**config.mk**
```make
export PLATFORM = sky130hd
export DESIGN_NAME = divide_f32_sequencer
export DESIGN_NICKNAME = d
export VERILOG_FILES = /design/src/rtl/divide_f32_sequencer_pkg.sv /design/src/rtl/divide_f32_sequencer_fifo_sync.sv /design/src/rtl/divide_f32_sequencer.sv
export SDC_FILE = /design/constraint.sdc
export NUM_CORES = 1
export LEC_CHECK = 0
export BUFFER_PORTS_ARGS = -buffer_cell sky130_fd_sc_hd__clkbuf_2
export CAP_MARGIN = 5
export CORE_ASPECT_RATIO = 1.2
export CORE_MARGIN = 4
export CORE_UTILIZATION = 57
export CTS_CLUSTER_DIAMETER = 40
export DETAILED_ROUTE_END_ITERATION = 6
export GPL_TIMING_DRIVEN = 0
export PLACE_DENSITY = 0.86
export SLEW_MARGIN = 10
export SYNTH_ARGS = -nofsm -noshare
export SYNTH_HDL_FRONTEND = slang
export SYNTH_SLANG_ARGS = --single-unit
```
**constraint.sdc**
```tcl
create_clock -name clk -period 4.6 [get_ports clk]
set_input_delay 0.69 -clock clk [delete_from_list [all_inputs] [get_ports clk]]
set_output_delay 0.69 -clock clk [all_outputs]
set_load 0.02 [all_outputs]
```
**src/rtl/divide_f32_sequencer_pkg.sv**
```systemverilog
// Shared definitions for the f32 divide sequencer: field widths, IEEE-754 constants,
// FSM encoding and result flag positions.
package divide_f32_sequencer_pkg;

  localparam int WIDTH         = 32;
  localparam int EXPONENTWIDTH = 8;
  localparam int MANTISSAWIDTH = 23;

  localparam logic [WIDTH-1:0]         F32_QNAN    = 32'h7fc00000;
  localparam logic [EXPONENTWIDTH-1:0] F32_INF_EXP = 8'hff;

  localparam int FLAG_DEN_ZERO = 0;
  localparam int FLAG_TIMEOUT  = 1;

  typedef enum logic [1:0] {
    ST_IDLE = 2'd0,
    ST_LOAD = 2'd1,
    ST_WAIT = 2'd2,
    ST_DONE = 2'd3
  } seq_state_e;

  // +/-0 regardless of sign bit
  function automatic logic f32_is_zero(input logic [WIDTH-1:0] x);
    return (x[WIDTH-2:0] == 31'd0);
  endfunction

  function automatic logic [WIDTH-1:0] f32_signed_inf(input logic sign);
    return {sign, F32_INF_EXP, {MANTISSAWIDTH{1'b0}}};
  endfunction

endpackage

```
**src/rtl/divide_f32_sequencer_fifo_sync.sv**
```systemverilog
// Synchronous job FIFO with async active-high reset. Pushes while full are dropped,
// pops while empty are ignored; head data is presented combinationally.
module divide_f32_sequencer_fifo_sync #(
  parameter int DEPTH = 4,
  parameter int DW    = 64
) (
  input  logic          clk,
  input  logic          rst,
  input  logic          push,
  input  logic [DW-1:0] wdata,
  input  logic          pop,
  output logic [DW-1:0] rdata,
  output logic          full,
  output logic          empty
);

  localparam int AW = $clog2(DEPTH);

  logic [DW-1:0] mem_r [DEPTH];
  logic [AW-1:0] wr_ptr_r;
  logic [AW-1:0] rd_ptr_r;
  logic [AW:0]   count_r;
  logic          do_push_s;
  logic          do_pop_s;

  assign full      = (count_r == (AW+1)'(DEPTH));
  assign empty     = (count_r == '0);
  assign do_push_s = push && !full;
  assign do_pop_s  = pop && !empty;
  assign rdata     = mem_r[rd_ptr_r];

  // storage array, written on accepted pushes only
  always_ff @(posedge clk) begin
    if (do_push_s) begin
      mem_r[wr_ptr_r] <= wdata;
    end
  end

  // pointers wrap naturally because DEPTH is a power of two
  always_ff @(posedge clk or posedge rst) begin
    if (rst) begin
      wr_ptr_r <= '0;
      rd_ptr_r <= '0;
      count_r  <= '0;
    end else begin
      if (do_push_s) wr_ptr_r <= wr_ptr_r + AW'(1);
      if (do_pop_s)  rd_ptr_r <= rd_ptr_r + AW'(1);
      case ({do_push_s, do_pop_s})
        2'b10:   count_r <= count_r + (AW+1)'(1);
        2'b01:   count_r <= count_r - (AW+1)'(1);
        default: count_r <= count_r;
      endcase
    end
  end

endmodule

```
**src/rtl/divide_f32_sequencer.sv**
```systemverilog
// Request front-end for the iterative f32 divide unit: queues jobs, sequences the unit
// through a reset pulse and a bounded wait, and returns results in issue order.
module divide_f32_sequencer
  import divide_f32_sequencer_pkg::*;
#(
  parameter int DEPTH   = 4,
  parameter int TIMEOUT = 64
) (
  input  logic             clk,
  input  logic             rst,
  input  logic             in_valid,
  output logic             in_ready,
  input  logic [WIDTH-1:0] in_num,
  input  logic [WIDTH-1:0] in_den,
  output logic             div_rst,
  output logic [WIDTH-1:0] div_num,
  output logic [WIDTH-1:0] div_den,
  input  logic             div_rdy,
  input  logic [WIDTH-1:0] div_quo,
  output logic             out_valid,
  input  logic             out_ready,
  output logic [WIDTH-1:0] out_quo,
  output logic [1:0]       out_flags,
  output logic [7:0]       out_cycles
);

  localparam logic [7:0] LAST_WAIT = 8'(TIMEOUT - 1);

  seq_state_e         state_r;
  seq_state_e         state_s;
  logic               fifo_full_s;
  logic               fifo_empty_s;
  logic               fifo_push_s;
  logic               fifo_pop_s;
  logic [2*WIDTH-1:0] fifo_head_s;
  logic [WIDTH-1:0]   head_num_s;
  logic [WIDTH-1:0]   head_den_s;
  logic [7:0]         wait_cnt_r;
  logic               res_load_s;
  logic [WIDTH-1:0]   res_quo_s;
  logic [1:0]         res_flags_s;
  logic [7:0]         res_cycles_s;
  logic               div_rst_r;
  logic [WIDTH-1:0]   div_num_r;
  logic [WIDTH-1:0]   div_den_r;
  logic               out_valid_r;
  logic [WIDTH-1:0]   out_quo_r;
  logic [1:0]         out_flags_r;
  logic [7:0]         out_cycles_r;

  // in_ready is held low for the whole time reset is asserted
  assign in_ready    = !rst && !fifo_full_s;
  assign fifo_push_s = in_valid && in_ready;
  assign head_num_s  = fifo_head_s[2*WIDTH-1:WIDTH];
  assign head_den_s  = fifo_head_s[WIDTH-1:0];

  divide_f32_sequencer_fifo_sync #(
    .DEPTH (DEPTH),
    .DW    (2*WIDTH)
  ) u_fifo (
    .clk   (clk),
    .rst   (rst),
    .push  (fifo_push_s),
    .wdata ({in_num, in_den}),
    .pop   (fifo_pop_s),
    .rdata (fifo_head_s),
    .full  (fifo_full_s),
    .empty (fifo_empty_s)
  );

  // FSM state register
  always_ff @(posedge clk or posedge rst) begin
    if (rst) state_r <= ST_IDLE;
    else     state_r <= state_s;
  end

  // next state, pop strobe and result to capture
  always_comb begin
    state_s      = state_r;
    fifo_pop_s   = 1'b0;
    res_load_s   = 1'b0;
    res_quo_s    = '0;
    res_flags_s  = 2'b00;
    res_cycles_s = 8'd0;
    case (state_r)
      ST_IDLE: begin
        if (!fifo_empty_s && !out_valid_r) begin
          fifo_pop_s = 1'b1;
          if (f32_is_zero(head_den_s)) begin
            // divide-by-zero never reaches the unit
            state_s    = ST_DONE;
            res_load_s = 1'b1;
            res_quo_s  = f32_is_zero(head_num_s) ? F32_QNAN
                                                 : f32_signed_inf(head_num_s[WIDTH-1] ^ head_den_s[WIDTH-1]);
            res_flags_s[FLAG_DEN_ZERO] = 1'b1;
          end else begin
            state_s = ST_LOAD;
          end
        end else begin
          state_s = ST_IDLE;
        end
      end
      ST_LOAD: state_s = ST_WAIT;
      ST_WAIT: begin
        res_cycles_s = wait_cnt_r;
        if (div_rdy) begin
          state_s    = ST_DONE;
          res_load_s = 1'b1;
          res_quo_s  = div_quo;
        end else if (wait_cnt_r == LAST_WAIT) begin
          state_s    = ST_DONE;
          res_load_s = 1'b1;
          res_quo_s  = F32_QNAN;
          res_flags_s[FLAG_TIMEOUT] = 1'b1;
        end else begin
          state_s = ST_WAIT;
        end
      end
      ST_DONE: begin
        if (out_ready) state_s = ST_IDLE;
        else           state_s = ST_DONE;
      end
      default: state_s = ST_IDLE;
    endcase
  end

  // unit operands, launch pulse, wait counter and result registers
  always_ff @(posedge clk or posedge rst) begin
    if (rst) begin
      div_rst_r    <= 1'b1;
      div_num_r    <= '0;
      div_den_r    <= '0;
      wait_cnt_r   <= 8'd0;
      out_valid_r  <= 1'b0;
      out_quo_r    <= '0;
      out_flags_r  <= 2'b00;
      out_cycles_r <= 8'd0;
    end else begin
      div_rst_r <= (state_s == ST_LOAD);
      if (fifo_pop_s) begin
        div_num_r <= head_num_s;
        div_den_r <= head_den_s;
      end
      if (state_r == ST_LOAD) begin
        wait_cnt_r <= 8'd0;
      end else if (state_r == ST_WAIT && wait_cnt_r != 8'hff) begin
        wait_cnt_r <= wait_cnt_r + 8'd1;
      end
      if (res_load_s) begin
        out_valid_r  <= 1'b1;
        out_quo_r    <= res_quo_s;
        out_flags_r  <= res_flags_s;
        out_cycles_r <= res_cycles_s;
      end else if (out_valid_r && out_ready) begin
        out_valid_r <= 1'b0;
      end
    end
  end

  assign div_rst    = div_rst_r;
  assign div_num    = div_num_r;
  assign div_den    = div_den_r;
  assign out_valid  = out_valid_r;
  assign out_quo    = out_quo_r;
  assign out_flags  = out_flags_r;
  assign out_cycles = out_cycles_r;

endmodule

```
* Word level (Yosys, flattened, before mapping) *
Memory sizes are Yosys's and may differ from the RTL's.
Index checks and enable logic that the tools add are counted.

storage, ports and cells
  register bits = 125
  RAM bits = 256
  output and inout port bits = 109
  word-level logic and storage cells = 76
  memories = 1

memory list
  memory        depth  width  rd ports  clocked after memory_dff  write ports  line                                  source
  u_fifo.mem_r  4      64     1         0                         1            divide_f32_sequencer_fifo_sync.sv:19  logic [DW-1:0] mem_r [DEPTH];

operators by class
  $add $sub $neg = 5
  eq/ne operators = 9
  muxes and demuxes = 30
  bitwise operators = 1
  reductions and logical operators = 18

operators with widths
  operator             number
  $mux 32              4
  $pmux 32 s2          1
  $logic_not 31->1     2
  $mux 31              1
  $mux 8               3
  $mux 1               15
  $add 8x1->8 const B  1
  $eq 8x6->1 const B   1
  $ne 8x8->1 const B   1
  $pmux 2 s4           1
  $logic_and 1x1->1    7
  $eq 2x1->1 const B   3
  $eq 2x2->1 const B   3
  $mux 2               3
  $pmux 3 s2           1
  $reduce_bool 2->1    3
  $add 2x1->2 const B  2
  $logic_not 1->1      4
  $add 3x1->3 const B  1
  $eq 3x3->1 const B   1
  $logic_not 3->1      1
  $sub 3x1->3 const B  1
  $logic_not 2->1      1
  $pmux 1 s2           1
  $xor 1x1->1          1

* Depth between registers and ports, before layout *
  word-level depth = 8
  gate-level depth with buffers = 10
  gate-level depth less buffers = 10

* Hierarchy *
A second synthesis with hierarchy kept.

unflattened totals
  cell total of the unflattened synthesis = 731
  area, all modules = 14490.1 µm²

by module, submodules not included
  module                          times used  cells each  area an instance (µm²)  seq. area each (µm²)
  divide_f32_sequencer_fifo_sync  1           372         9659.3                  7862.5
  divide_f32_sequencer            1           359         4830.9                  2954.1

* Worst setup path after synthesis *
OpenSTA, ideal clock, no wires.

  kind = input to register
  from = input port rst
  to = memory u_fifo.mem_r[0][0] (enable)
  library setup time = 0.429 ns
  data arrival time = 2.863 ns
  required time = 4.171 ns
  setup slack = 1.308 ns
  cell stages on the path = 2
  buffers on the path = 0
  path through = a31oi_1 > and3_1

on the way
  cells in the longest elaborated chain, start to end = 6

ends and longest elaborated chain
  what                          line                                  source
  start, declared               divide_f32_sequencer.sv:10            input logic rst,
  $logic_not 1->1 (no line)     n/a
  $logic_and 1x1->1             divide_f32_sequencer.sv:52            assign in_ready = !rst && !fifo_full_s;
  $logic_and 1x1->1             divide_f32_sequencer.sv:53            assign fifo_push_s = in_valid && in_ready;
  $logic_and 1x1->1             divide_f32_sequencer_fifo_sync.sv:28  assign do_push_s = push && !full;
  $mux 1                        divide_f32_sequencer_fifo_sync.sv:34  if (do_push_s) begin
  $mux 1 (implied by the code)  divide_f32_sequencer_fifo_sync.sv:35  mem_r[wr_ptr_r] <= wdata;
  end, declared                 divide_f32_sequencer_fifo_sync.sv:19

No other way between the ends.

* Worst setup path after layout *
  from = register state_r[1]
  to = register u_fifo.count_r[2]

on the way
  cells in the longest elaborated chain, start to end = 5
  elaborated cells between the ends (all ways) = 7

ends and longest elaborated chain
  what                                                    line                                  source
  start, declared                                         divide_f32_sequencer.sv:29            seq_state_e state_r;
  start signal, assigned                                  divide_f32_sequencer.sv:74            else state_r <= state_s;
  $logic_not 2->1 *                                       divide_f32_sequencer.sv:85            case (state_r)
  $mux 1 *                                                divide_f32_sequencer.sv:85
  $logic_and 1x1->1 *                                     divide_f32_sequencer_fifo_sync.sv:29  assign do_pop_s = pop && !empty;
  via u_fifo.do_pop_s                                     divide_f32_sequencer_fifo_sync.sv:24  logic do_pop_s;
  $eq 2x1->1 / $eq 2x2->1 (equally long branches)         divide_f32_sequencer_fifo_sync.sv:48  case ({do_push_s, do_pop_s})
  $pmux 3 s2 / $reduce_bool 2->1 (equally long branches)  n/a
  end signal, assigned                                    divide_f32_sequencer_fifo_sync.sv:49  2'b10: count_r <= count_r + (AW+1)'(1);
  end signal, assigned                                    divide_f32_sequencer_fifo_sync.sv:50  2'b01: count_r <= count_r - (AW+1)'(1);
  end signal, assigned                                    divide_f32_sequencer_fifo_sync.sv:51  default: count_r <= count_r;
  end, declared                                           divide_f32_sequencer_fifo_sync.sv:22  logic [AW:0] count_r;

The timed path passes the listed nets; every way through them passes the cells marked *.
A chain may end at the register's enable or synchronous reset.

==> flow_metrics.env <==
export IMPL_p_leak_nw=6.59
export IMPL_post_cts_setup_buffer_count=0
export IMPL_dr_pass1_iters=5
export IMPL_clk_latency_ps=520
export IMPL_syn_area_mm2=0.0143
export IMPL_cts_tree="built"
export IMPL_synth_seq_area_share_pct=75.6
export IMPL_syn_num_nets=836
export IMPL_hold_violations=0
export IMPL_fin_nets=1092
export IMPL_synth_seq_cells=381
export IMPL_grt_pass1_vias=8351
export IMPL_antenna_found_initial=3
export IMPL_cts_sinks=381
export IMPL_post_route_period_util_pct=92.0
export IMPL_place_hpwl_um=20200
export IMPL_cp_max_fo=10
export IMPL_fin_ws_ps=369
export IMPL_ys_types=42
export IMPL_path_buf_inv=4
export IMPL_setup_violations=0
export IMPL_overflow=0
export IMPL_die_area_mm2=0.0277
export IMPL_power_density_mw_per_mm2=674
export IMPL_crit_chain="clkbuf_1, nor4_1, clkbuf_1, buf_1, ha_1, inv_1, fa_1, xor2_1, nor2_1, xor2_1"
export IMPL_slew_violations=0
export IMPL_final_antenna_net_count=0
export IMPL_clk_transition_reported_paths_ps=60
export IMPL_maxCapViolCount=0
export IMPL_grt_start_max_net_pins=64
export IMPL_die_y_um=182
export IMPL_wirelength_um=30400
export IMPL_fin_crit_ps=4230
export IMPL_synth_top_area_share_pct=53.7
export IMPL_register_area_mm2=0.0108
export IMPL_wl_per_cell_um=22.6
export IMPL_drive_above_1_share_pct=41.4
export IMPL_coreArea_mm2=0.0248
export IMPL_cpPeakStageDelay_ps=970
export IMPL_root_buffer="clkbuf_16"
export IMPL_tightest_slew_ps=1090
export IMPL_clockBufferDepth=3
export IMPL_critPathLaunchType="flip-flop"
export IMPL_skew_ps=15.6
export IMPL_num_vias=7716
export IMPL_num_io_pins=210
export IMPL_synth_most_common_cell="edfxtp_1"
export IMPL_cpLargestDelayFamily="buffers and inverters"
export IMPL_place_gp_congestion=0.830
export IMPL_multi_input_area_mm2=0.00332
export IMPL_crit_slowest_cell="nor4_1"
export IMPL_grt_pass1_wl_um=48100
export IMPL_cp_arrival_ps=4670
export IMPL_dp_slack_ps=375
export IMPL_fin_cells=1344
export IMPL_initial_core_util_pct=57.8
export IMPL_synth_commonest_cells="edfxtp_1 (256), dfrtp_1 (124), mux2_2 (64), mux4_2 (64), nand2_1 (33)"
export IMPL_dp_cells=1267
export IMPL_slew_headroom_pct=26.4
export IMPL_yosysTopAreaCell="edfxtp_1"
export IMPL_ys_flop_type="edfxtp_1"
export IMPL_worstPathRequired_ps=5030
export IMPL_clock_fmax_ghz=0.236
export IMPL_cts_buffers=40
export IMPL_drcViolationCount=0
export IMPL_die_w_um=153
export IMPL_worstHoldPathType="input pin to asynchronous set/reset pin"
export IMPL_rsz0062_at_grt="no"
export IMPL_status="completed"
export IMPL_postCtsResizedCells=0
export IMPL_area_growth_pct=20.7
export IMPL_grt_usage_pct=22.5
export IMPL_vdd_ir_drop_max_mv=0.391
export IMPL_critPathKind="flip-flop to flip-flop"
export IMPL_hold_buffers=0
export IMPL_io_buffers=209
export IMPL_final_util_pct=69.8
export IMPL_avgSynthCellArea_um2=19.7
export IMPL_rows=63
export IMPL_end_kind="flip-flop"
export IMPL_drtIter0Drc=522
export IMPL_synth_area_top_cells="edfxtp_1 (54%), dfrtp_1 (22%), mux4_2 (10%)"
export IMPL_yosys_warnings=0
export IMPL_htreeDepth=2
export IMPL_syn_inst=728
export IMPL_viasPerCell=5.74
export IMPL_fillers=1585
export IMPL_async_reset_ff_share_pct=32.8
export IMPL_synth_edff_count=256
-- cells in the final DEF (no fill, tap or decap), types with 5 or more instances in the layout --
| cell type | count |
|---|---|
| clkbuf_2 | 209 |
| xor2_1 | 7 |
| edfxtp_1 | 256 |
| mux4_2 | 64 |
| clkbuf_1 | 25 |
| ha_1 | 6 |
| clkbuf_16 | 42 |
| dfrtp_1 | 124 |
| nor4_1 | 16 |
| mux2_2 | 64 |
| buf_1 | 5 |
| a22o_1 | 22 |
| nand2_1 | 33 |
| buf_2 | 10 |
| o21ai_0 | 8 |
| nor3_1 | 5 |
| o22ai_1 | 8 |
| nand3_1 | 6 |
| buf_16 | 5 |
| nor2_1 | 9 |
| clkinv_2 | 5 |
| inv_1 | 15 |
| mux2i_1 | 9 |
-- sequential cells by signal, indices dropped and copies added (netlist names) --
| register | cells |
|---|---|
| state_r | 2 |
| out_flags | 2 |
| u_fifo.wr_ptr_r | 2 |
| u_fifo.count_r | 3 |
| div_den | 32 |
| u_fifo.mem_r | 256 |
| u_fifo.rd_ptr_r | 2 |
| div_num | 32 |
| out_quo | 32 |
| out_valid | 1 |
| div_rst | 1 |
| wait_cnt_r | 8 |
| out_cycles | 8 |
-- power by group --
group	total [mW]	switching, mW	internal [mW]
registers	4.81	0.376	4.44
clock network	3.21	1.29	1.92
logic	3.62	2.09	1.53
total	11.6	3.75	7.89
-- cells by family after synthesis --
kind of cell             share of synthesized area [%]
XOR/XNOR                                         0.612
flip-flops                                        75.6
multiplexers                                      15.8
adder cells (fa/ha/maj)                          0.664
buffers and inverters                             1.35
AND/OR/NAND/NOR                                   3.12
AO/OA/AOI/OAI                                     2.87
-- area by class of cell --
type	count	area share, %
Antenna cell	3	0.0434
Buffer	31	0.768
Clock buffer	52	6.30
Clock inverter	22	1.47
Inverter	16	0.377
Multi-Input combinational cell	300	19.2
Sequential cell	381	62.6
Tap cell	325	2.35
Timing Repair Buffer	214	6.85
-- stage by stage --
step	hold WS [ps]	setup TNS, ps	cell area [um2]	power, mW
global placement	481	-126690	15800	8.38
detailed placement	490	0	15900	8.51
CTS	312	0	17300	11.8
global route	326	0	17300	12.2
finish	278	0	17300	11.6
floorplan	464	0	14300	7.25
-- path summary, 6_finish.rpt --
kind / slack, ps / startpoint / to / cells past startpoint
min reg2reg: 500 / u_fifo.count_r[0]$_DFFE_PP0P_ / u_fifo.count_r[0]$_DFFE_PP0P_ / 1
min: 280 / rst / div_num[2]$_DFFE_PP0N_ / 2
max reg2reg: 370 / state_r[1]$_DFF_PP0_ / u_fifo.count_r[2]$_DFFE_PP0P_ / 10
max in group asynchronous: 3570 / rst / div_rst$_DFF_PP1_ / 3
max: 370 / state_r[1]$_DFF_PP0_ / u_fifo.count_r[2]$_DFFE_PP0P_ / 10
min in group clk: 380 / in_num[19] / u_fifo.mem_r[2][51]$_DFFE_PP_ / 1
-- per-layer routing --
layer	track usage (%)	wire [um]
met1	29.6	11800
met2	38.1	15700
met3	4.55	1880
met4	7.81	949
met5	0	12
-- worst register-to-register path, cell delays in order (launching register included) --
cell and delay [ps]:
dfrtp_1 370, clkbuf_1 200, nor4_1 970, clkbuf_1 730, buf_1 640, ha_1 310
inv_1 70, fa_1 430, xor2_1 150, nor2_1 130, xor2_1 150
Power figures use the tool's default switching activity.
